--- config.mk ---
export PLATFORM = sky130hd
export DESIGN_NAME = hilo_muldiv
export DESIGN_NICKNAME = d
export VERILOG_FILES = /design/src/rtl/cpu_pkg.sv /design/src/rtl/muldiv_step.sv /design/src/rtl/hilo_muldiv.sv
export SDC_FILE = /design/constraint.sdc
export NUM_CORES = 1
export LEC_CHECK = 0
export CORE_MARGIN = 2
export CORE_UTILIZATION = 66
export DETAILED_ROUTE_END_ITERATION = 8
export DONT_BUFFER_PORTS = 1
export MAX_ROUTING_LAYER = met4
export PLACE_DENSITY = 0.88
export REMOVE_ABC_BUFFERS = 1
export SKIP_LAST_GASP = 1
export SYNTH_ARGS = -nofsm -noshare
export SYNTH_HDL_FRONTEND = slang
export SYNTH_SLANG_ARGS = --single-unit
--- constraint.sdc ---
create_clock -name clk -period 4.85 [get_ports clk]
set_input_delay 0.97 -clock clk [delete_from_list [all_inputs] [get_ports clk]]
set_output_delay 0.97 -clock clk [all_outputs]
set_load 0.02 [all_outputs]
--- src/rtl/cpu_pkg.sv ---
// Shared CPU definitions for the HI/LO multiply/divide unit:
// op encodings, FSM states and fixed latency.
package cpu_pkg;

   localparam int XLEN       = 32;
   localparam int MULDIV_LAT = XLEN + 2;

   localparam logic [1:0] OP_MULTU = 2'd0;
   localparam logic [1:0] OP_MULT  = 2'd1;
   localparam logic [1:0] OP_DIVU  = 2'd2;
   localparam logic [1:0] OP_DIV   = 2'd3;

   typedef enum logic [1:0] {
      ST_IDLE,
      ST_CALC,
      ST_FIX,
      ST_WRITE
   } md_state_e;

   function automatic logic op_is_div(input logic [1:0] op);
      return (op == OP_DIVU) || (op == OP_DIV);
   endfunction

   function automatic logic op_is_signed(input logic [1:0] op);
      return (op == OP_MULT) || (op == OP_DIV);
   endfunction

endpackage

--- src/rtl/muldiv_step.sv ---
// One iteration of the shared multiply/divide datapath:
// shift-add for multiply, restoring trial-subtract for divide.
module muldiv_step #(
   parameter int WIDTH = 32
) (
   input  logic               i_div,
   input  logic [2*WIDTH-1:0] i_acc,
   input  logic [WIDTH-1:0]   i_opnd,
   output logic [2*WIDTH-1:0] o_acc
);

   logic [WIDTH:0]   w_sum;
   logic [WIDTH:0]   w_trial;
   logic [2*WIDTH:0] w_shl;

   assign w_sum   = {1'b0, i_acc[2*WIDTH-1:WIDTH]}
                  + {1'b0, i_opnd};
   assign w_shl   = {i_acc, 1'b0};
   assign w_trial = w_shl[2*WIDTH:WIDTH]
                  - {1'b0, i_opnd};

   // mul: acc = {partial, multiplier}; div: acc = {rem, dividend/quot}
   always_comb begin
      o_acc = i_acc;
      if (i_div) begin
         if (!w_trial[WIDTH])
            o_acc = {w_trial[WIDTH-1:0],
                     w_shl[WIDTH-1:1], 1'b1};
         else
            o_acc = w_shl[2*WIDTH-1:0];
      end else if (i_acc[0]) begin
         o_acc = {w_sum, i_acc[WIDTH-1:1]};
      end else begin
         o_acc = {1'b0, i_acc[2*WIDTH-1:1]};
      end
   end

endmodule

--- src/rtl/hilo_muldiv.sv ---
// Iterative MULT/MULTU/DIV/DIVU unit driving the HI/LO write port.
// Fixed WIDTH+2 cycle latency; cancellable while computing.
module hilo_muldiv
   import cpu_pkg::*;
#(
   parameter int WIDTH = 32
) (
   input  logic             clk,
   input  logic             rst_n,
   input  logic             start,
   input  logic [1:0]       op,
   input  logic [WIDTH-1:0] A,
   input  logic [WIDTH-1:0] B,
   input  logic             cancel,
   output logic             busy,
   output logic [WIDTH-1:0] HI_out,
   output logic [WIDTH-1:0] LO_out,
   output logic             HIWrite,
   output logic             LOWrite
);

   localparam int CW = $clog2(WIDTH) + 1;

   md_state_e          r_state;
   md_state_e          w_next;
   logic [CW-1:0]      r_cnt;
   logic               r_div;
   logic               r_sgn_q;
   logic               r_sgn_r;
   logic               r_dz;
   logic [2*WIDTH-1:0] r_acc;
   logic [WIDTH-1:0]   r_opnd;
   logic [WIDTH-1:0]   r_a_raw;
   logic [WIDTH-1:0]   r_hi;
   logic [WIDTH-1:0]   r_lo;
   logic               r_wr;
   logic               r_busy;

   logic               w_accept;
   logic               w_last;
   logic               w_div_op;
   logic               w_sgn_op;
   logic [WIDTH-1:0]   w_abs_a;
   logic [WIDTH-1:0]   w_abs_b;
   logic [2*WIDTH-1:0] w_step;
   logic [2*WIDTH-1:0] w_neg_acc;
   logic [WIDTH-1:0]   w_fix_hi;
   logic [WIDTH-1:0]   w_fix_lo;

   assign w_div_op = op_is_div(op);
   assign w_sgn_op = op_is_signed(op);
   assign w_abs_a  = (w_sgn_op && A[WIDTH-1]) ? -A : A;
   assign w_abs_b  = (w_sgn_op && B[WIDTH-1]) ? -B : B;
   // WRITE's exit edge doubles as the idle sampling point so
   // back-to-back ops run at exactly WIDTH+2 cycles each
   assign w_accept = start &&
                     ((r_state == ST_IDLE) ||
                      (r_state == ST_WRITE));
   assign w_last   = (r_cnt == CW'(WIDTH - 1));

   muldiv_step #(
      .WIDTH (WIDTH)
   ) u_step (
      .i_div  (r_div),
      .i_acc  (r_acc),
      .i_opnd (r_opnd),
      .o_acc  (w_step)
   );

   always_ff @(posedge clk or negedge rst_n) begin
      if (!rst_n)
         r_state <= ST_IDLE;
      else
         r_state <= w_next;
   end

   always_comb begin
      w_next = r_state;
      unique case (r_state)
         ST_IDLE:
            if (start) w_next = ST_CALC;
         ST_CALC:
            if (cancel)      w_next = ST_IDLE;
            else if (w_last) w_next = ST_FIX;
         ST_FIX:
            w_next = cancel ? ST_IDLE : ST_WRITE;
         ST_WRITE:
            w_next = start ? ST_CALC : ST_IDLE;
         default:
            w_next = ST_IDLE;
      endcase
   end

   always_ff @(posedge clk or negedge rst_n) begin
      if (!rst_n) begin
         r_cnt   <= '0;
         r_div   <= 1'b0;
         r_sgn_q <= 1'b0;
         r_sgn_r <= 1'b0;
         r_dz    <= 1'b0;
         r_a_raw <= '0;
         r_opnd  <= '0;
         r_acc   <= '0;
      end else if (w_accept) begin
         r_cnt   <= '0;
         r_div   <= w_div_op;
         r_sgn_q <= w_sgn_op & (A[WIDTH-1] ^ B[WIDTH-1]);
         r_sgn_r <= w_sgn_op & A[WIDTH-1];
         r_dz    <= w_div_op && (B == '0);
         r_a_raw <= A;
         r_opnd  <= w_div_op ? w_abs_b : w_abs_a;
         r_acc   <= {{WIDTH{1'b0}},
                     w_div_op ? w_abs_a : w_abs_b};
      end else if (r_state == ST_CALC) begin
         r_acc <= w_step;
         r_cnt <= r_cnt + CW'(1);
      end
   end

   assign w_neg_acc = -r_acc;

   always_comb begin
      w_fix_hi = r_acc[2*WIDTH-1:WIDTH];
      w_fix_lo = r_acc[WIDTH-1:0];
      unique case (1'b1)
         r_div && r_dz: begin
            w_fix_hi = r_a_raw;
            w_fix_lo = '1;
         end
         r_div && !r_dz: begin
            if (r_sgn_r) w_fix_hi = -r_acc[2*WIDTH-1:WIDTH];
            if (r_sgn_q) w_fix_lo = -r_acc[WIDTH-1:0];
         end
         !r_div: begin
            if (r_sgn_q) {w_fix_hi, w_fix_lo} = w_neg_acc;
         end
      endcase
   end

   always_ff @(posedge clk or negedge rst_n) begin
      if (!rst_n) begin
         r_hi   <= '0;
         r_lo   <= '0;
         r_wr   <= 1'b0;
         r_busy <= 1'b0;
      end else begin
         r_wr   <= (r_state == ST_FIX) && !cancel;
         r_busy <= (w_next != ST_IDLE);
         if ((r_state == ST_FIX) && !cancel) begin
            r_hi <= w_fix_hi;
            r_lo <= w_fix_lo;
         end
      end
   end

   assign busy    = r_busy;
   assign HI_out  = r_hi;
   assign LO_out  = r_lo;
   assign HIWrite = r_wr;
   assign LOWrite = r_wr;

endmodule
# Word-level counts from Yosys, hierarchy flattened
# Cells that the tools add are included.
[op_classes]
add_sub_neg = 8
n_eq_ne = 7
n_mux = 25
bitwise_logic = 3
reduce_logical = 17
[op_table]
columns = ["cell", "n"]
rows = [
  ["32-bit 2-to-1 mux", 10],
  ["64-bit 2-to-1 mux", 5],
  ["32-bit one-hot mux with 3 select lines", 2],
  ["32-bit negation", 4],
  ["64-bit negation", 1],
  ["32-bit by 32-bit adder with 33-bit output", 1],
  ["33-bit by 32-bit subtractor with 33-bit output", 1],
  ["32-bit logical NOT", 1],
  ["6-bit 2-to-1 mux", 2],
  ["2-bit equality test, second input constant", 4],
  ["2-bit 2-to-1 mux", 4],
  ["2-bit one-hot mux with 4 select lines", 1],
  ["1-bit logical AND", 7],
  ["6-bit by 1-bit adder with 6-bit output, second input constant", 1],
  ["6-bit by 5-bit equality test with 1-bit output, second input constant", 1],
  ["2-bit by 1-bit equality test with 1-bit output, second input constant", 2],
  ["2-bit nonzero test", 2],
  ["1-bit logical NOT", 3],
  ["1-bit logical OR", 3],
  ["1-bit bitwise AND", 2],
  ["2-bit logical NOT", 1],
  ["1-bit 2-to-1 mux", 1],
  ["1-bit XOR", 1],
]
[totals]
reg_bits = 206
out_inout_bits = 67
elab_cells = 73

# Logic depth before layout (Yosys ltp)
[logic_depth]
depth_word = 6
mapped_depth = 16
ltp_nobuf = 13

# By module
# A second synthesis with hierarchy kept.
[hier_totals]
cells_unflattened = 2220
hier_area_um2 = 17912.2
[by_module_without_submodules]
columns = ["module", "instances", "cells_each", "area_each_um2", "seq_area_each_um2"]
rows = [
  ["hilo_muldiv", 1, 1528, 13065.0, 5154.9],
  ["muldiv_step", 1, 692, 4847.1, 0.0],
]

# Worst setup path after synthesis
# No wires, ideal clock.
[synth_timing]
kind = "input -> register"
start = "input port A[0]"
end = "register r_acc[29]"
setup_ns = 0.133
arrival_ns = 3.755
required_ns = 4.717
setup_slack_ns = 0.962
stages = 10
path_buffers = 0
cell_sequence = "or4_1 > nor4_1 > nand3b_1 > or4_1 > or4_1 > o31ai_1 > xor2_1 > nand2_1 > o211ai_1 > o21ai_0"
[synth_via]
elab_chain_cells = 4
[synth_rtl]
columns = ["item", "line_no", "text"]
rows = [
  ["start: declaration", "hilo_muldiv.sv:12", "input logic [WIDTH-1:0] A,"],
  ["32-bit negation", "hilo_muldiv.sv:52", "assign w_abs_a = (w_sgn_op && A[WIDTH-1]) ? -A : A;"],
  ["32-bit 2-to-1 mux", "hilo_muldiv.sv:52", ""],
  ["32-bit 2-to-1 mux", "hilo_muldiv.sv:113", "w_div_op ? w_abs_a : w_abs_b};"],
  ["64-bit 2-to-1 mux", "hilo_muldiv.sv:104", "end else if (w_accept) begin"],
  ["end signal: assignment", "hilo_muldiv.sv:112", "r_acc <= {{WIDTH{1'b0}},"],
  ["end signal: assignment", "hilo_muldiv.sv:115", "r_acc <= w_step;"],
  ["end: declaration", "hilo_muldiv.sv:31", "logic [2*WIDTH-1:0] r_acc;"],
]
# No other way between the ends.
# A chain may end at the register's enable or synchronous reset.

# Final worst setup path
[layout_timing]
start = "register r_acc[9]"
end = "register r_hi[16] (netlist: HI_out[16])"
[layout_via]
elab_chain_cells = 4
[layout_rtl]
columns = ["item", "line_no", "text"]
rows = [
  ["64-bit negation", "hilo_muldiv.sv:120", "assign w_neg_acc = -r_acc;"],
  ["32-bit 2-to-1 mux", "hilo_muldiv.sv:135", "if (r_sgn_q) {w_fix_hi, w_fix_lo} = w_neg_acc;"],
  ["32-bit 2-to-1 mux", "hilo_muldiv.sv:125", "unique case (1'b1)"],
  ["32-bit one-hot mux with 3 select lines", "hilo_muldiv.sv:125", ""],
  ["end signal: assignment", "hilo_muldiv.sv:150", "r_hi <= w_fix_hi;"],
  ["end: declaration", "hilo_muldiv.sv:34", "logic [WIDTH-1:0] r_hi;"],
]
# No other way between the ends. The select of a mux whose other input is x is not followed.

==> flow_summary.toml <==
[outcome]
status = "finished, final reports clean"

[clock_network]
clock_path_buffers = 3
post_cts_buffers = 0
ctsRootBufferMaster = "clkbuf_16"
htree_levels = 1
cts_inserted_buffers = 24
post_cts_resized = 0
cts_tree = "built"
ctsHoldBuffers = 0
cts.clk_slew.worst_paths_ns = 0.07
cts_sinks = 206
insertion_delay_ns = 0.55

[yosys]
syn_inst = 2195
synth_top_flop_cell = "dfrtp_1"
synth_area_mm2 = 0.01693
synth_edf_count = 0
yosysUniqueCellTypes = 77
synth_seq_cells = 206
synth.area.top_cells = "dfrtp_1 30%, nand2_1 7.2%, o21ai_0 7.0%"
yosys.area.top_type_share_pct = 30.45
yosysWarnings = 0
seq_area_frac_synth_pct = 30.45
yosysTopAreaCell = "dfrtp_1"
async_flop_share_pct = 100.0
avgSynthCellArea_um2 = 7.713

[drt]
drtPass1Iterations = 6
vias_per_cell = 6.938
wl_per_cell_um = 23.64
drt_iter0_drc = 2159
drtAntennaViolNets = 0
routed_wl_um = 57750
drc = 0
dr_total_vias = 16949

[timing]
rsz0062_at_grt = "false"
finalClockSkew_ns = 0.01069
worst_pin_slew_ns = 1.164
fin_crit_ns = 4.628
slew_headroom_pct = 22.11
drv_slew = 0
hold_violations = 0
fmax_mhz = 216.1
whs_ns = 0.1115
finalCritPeriodShare_pct = 95.41
tns_ns = 0
setup_viol = 0

[critical_path]
cp_num_buf_inv = 0
cp_cell_sequence = "or4_4 -> or3_4 -> or4_4 -> or3_1 -> or2_2 -> o41ai_1 -> xnor2_1 -> o21ai_0 -> o21ai_0"
regToRegSetupSlack_ns = 0.22
end_kind = "flop"
ff2ff_path_depth = 9
slowest_delay_ns = 0.67
crit_required_ns = 5.24
r2r_start = "r_acc[9]"
arrival_ns = 5.02
worst-setup-path-type = "flop to flop"
crit_family = "simple AND/OR/NAND/NOR gates"
cp-start-kind = "flop"
critPathMaxFanout = 17
regToRegEndpoint = "HI_out[16]"
slowest_stage = "o21ai_0"

[floorplan]
io-pin-count = 137
die_h_um = 164.2
die_area_mm2 = 0.02695
start_util_pct = 67.23
rows = 58
coreArea_mm2 = 0.02518
die_w_um = 164.2

[grt]
grt_use_total_pct = 43.33
grt_start_max_net_pins = 207
antenna_found_initial = 1
grt-ovfl-total = 0
grt_pass1_wl_um = 88130
grt_pass1_vias = 15796

[final_layout]
drive_gt1_share_pct = 5.777
post-route-util_pct = 70.63
syn_to_final_growth_pct = 5.055
final_net_count = 2244
finalNonFillerCells = 2443

[run]
maxCapViolations = 0

[power]
irDropWorstVdd_v = 0.0004950
total_power_mw = 13.17
power.density_mw_per_mm2 = 740.6
power_leakage_nw = 7.502

[placement]
placedCellCount = 2403
place_congestion = 1.004
dp_hpwl_um = 40270
io_buffers = 0

[worst_hold_path]
hp-class = "input port to asynchronous set/reset pin"
==> worst max-delay path by stage <==
stage              start          to  slack (ns)  depth (start not counted)
2_1_floorplan      start   r_acc[63]       -2.09                          6
3_3_place_gp        A[0]  r_opnd[29]        0.82                         11
3_5_place_dp        B[0]  r_opnd[30]        0.78                         12
4_1_cts         r_acc[9]  HI_out[16]        0.63                          9
5_1_grt        r_acc[10]  HI_out[16]        0.24                          9
6_report        r_acc[9]  HI_out[16]        0.22                          9
==> stage by stage <==
| step | area [um^2] | setup WS, ns |
|---|---|---|
| after global routing | 17790 | 0.2419 |
| after global placement | 17050 | 0.8245 |
| after detailed placement | 17050 | 0.7784 |
| after floorplan | 16300 | -2.094 |
| final | 17790 | 0.2224 |
| after CTS | 17780 | 0.6252 |
==> flip-flops by register name (all words and copies together) (netlist names) <==
name	flops
r_sgn_q	1
r_a_raw	32
HIWrite	1
busy	1
LO_out	32
r_cnt	6
r_div	1
HI_out	32
r_opnd	32
r_acc	64
r_dz	1
r_state	2
r_sgn_r	1
==> synth_stat cells, drive strengths merged, types with 15 or more instances <==
| cell | n |
|---|---|
| a21o | 27 |
| o21ai | 239 |
| a21oi | 192 |
| or2 | 15 |
| nand3 | 41 |
| dfrtp | 206 |
| or3 | 31 |
| o31ai | 30 |
| xnor2 | 87 |
| nor4 | 16 |
| a31oi | 24 |
| nand2 | 326 |
| or4 | 34 |
| ha | 73 |
| clkbuf | 139 |
| o211ai | 54 |
| a211oi | 21 |
| inv | 58 |
| nor2b | 17 |
| xor2 | 106 |
| nor3 | 42 |
| buf | 23 |
| nor2 | 167 |
| mux2i | 53 |
==> cell families after synthesis <==
family          after synthesis  synth area share [%]
compound gates              688                 24.65
xor+xnor                    193                 9.984
fa+ha+maj                    75                 5.632
buf+inv                     222                 5.026
flops                       206                 30.45
mux                          65                 3.932
simple gates                746                 20.32
==> layer usage <==
layer / global-route usage, % / up-vias / routed length, um
li1: - / 7649 / -
met1: 55.49 / 7946 / 22140
met2: 63.31 / 1119 / 25180
met3: 9.949 / 235 / 6660
met4: 24.12 / 0 / 3778
met5: - / - / 0
==> where the power goes <==
group | switching [mW] | leakage, nW | total, mW | internal (mW)
clock | 0.760 | 0.362 | 1.78 | 1.02
combinational | 4.83 | 4.53 | 7.89 | 3.06
sequential | 1.14 | 2.61 | 3.50 | 2.36
==> worst reg2reg max path, stage by stage, from the launching register on <==
cell	delay [ns]
dfrtp_1	0.46
or4_4	0.58
or3_4	0.38
or4_4	0.51
or3_1	0.50
or2_2	0.51
o41ai_1	0.58
xnor2_1	0.14
o21ai_0	0.67
o21ai_0	0.15
==> layout make-up <==
class / instances / area (um^2)
diodes: 1 / 2.502
clock buffers: 35 / 681.9
clock inverters: 4 / 56.30
fillers: 2076 / 7396
inverters: 60 / 225.2
multi-input cells: 1767 / 10950
flip-flops and latches: 206 / 5160
well taps: 330 / 412.9
repair buffers: 40 / 300.3
==> cells in the final DEF, fill, tap and decap left out, types with 12 or more instances in the layout <==
cell type  synthesis  final
a211oi_1          21     21
a21o_1            27     27
a21oi_1          192    192
a31oi_1           24     24
buf_4              1     40
clkbuf_16          0     24
dfrtp_1          206    204
ha_1              73     73
inv_1             58     57
mux2_2            12     12
mux2i_1           53     53
nand2_1          326    326
nand3_1           41     41
nand4_1           12     12
nor2_1           167    165
nor2b_1           17     16
nor3_1            42     42
nor4_1            15     15
o211ai_1          54     54
o21ai_0          237    237
o31ai_1           30     30
o41ai_1           14     14
or2_2             14     14
or3_1             29     29
or4_1             32     32
xnor2_1           87     87
xor2_1           106    106
Power figures use the tool's default switching activity.
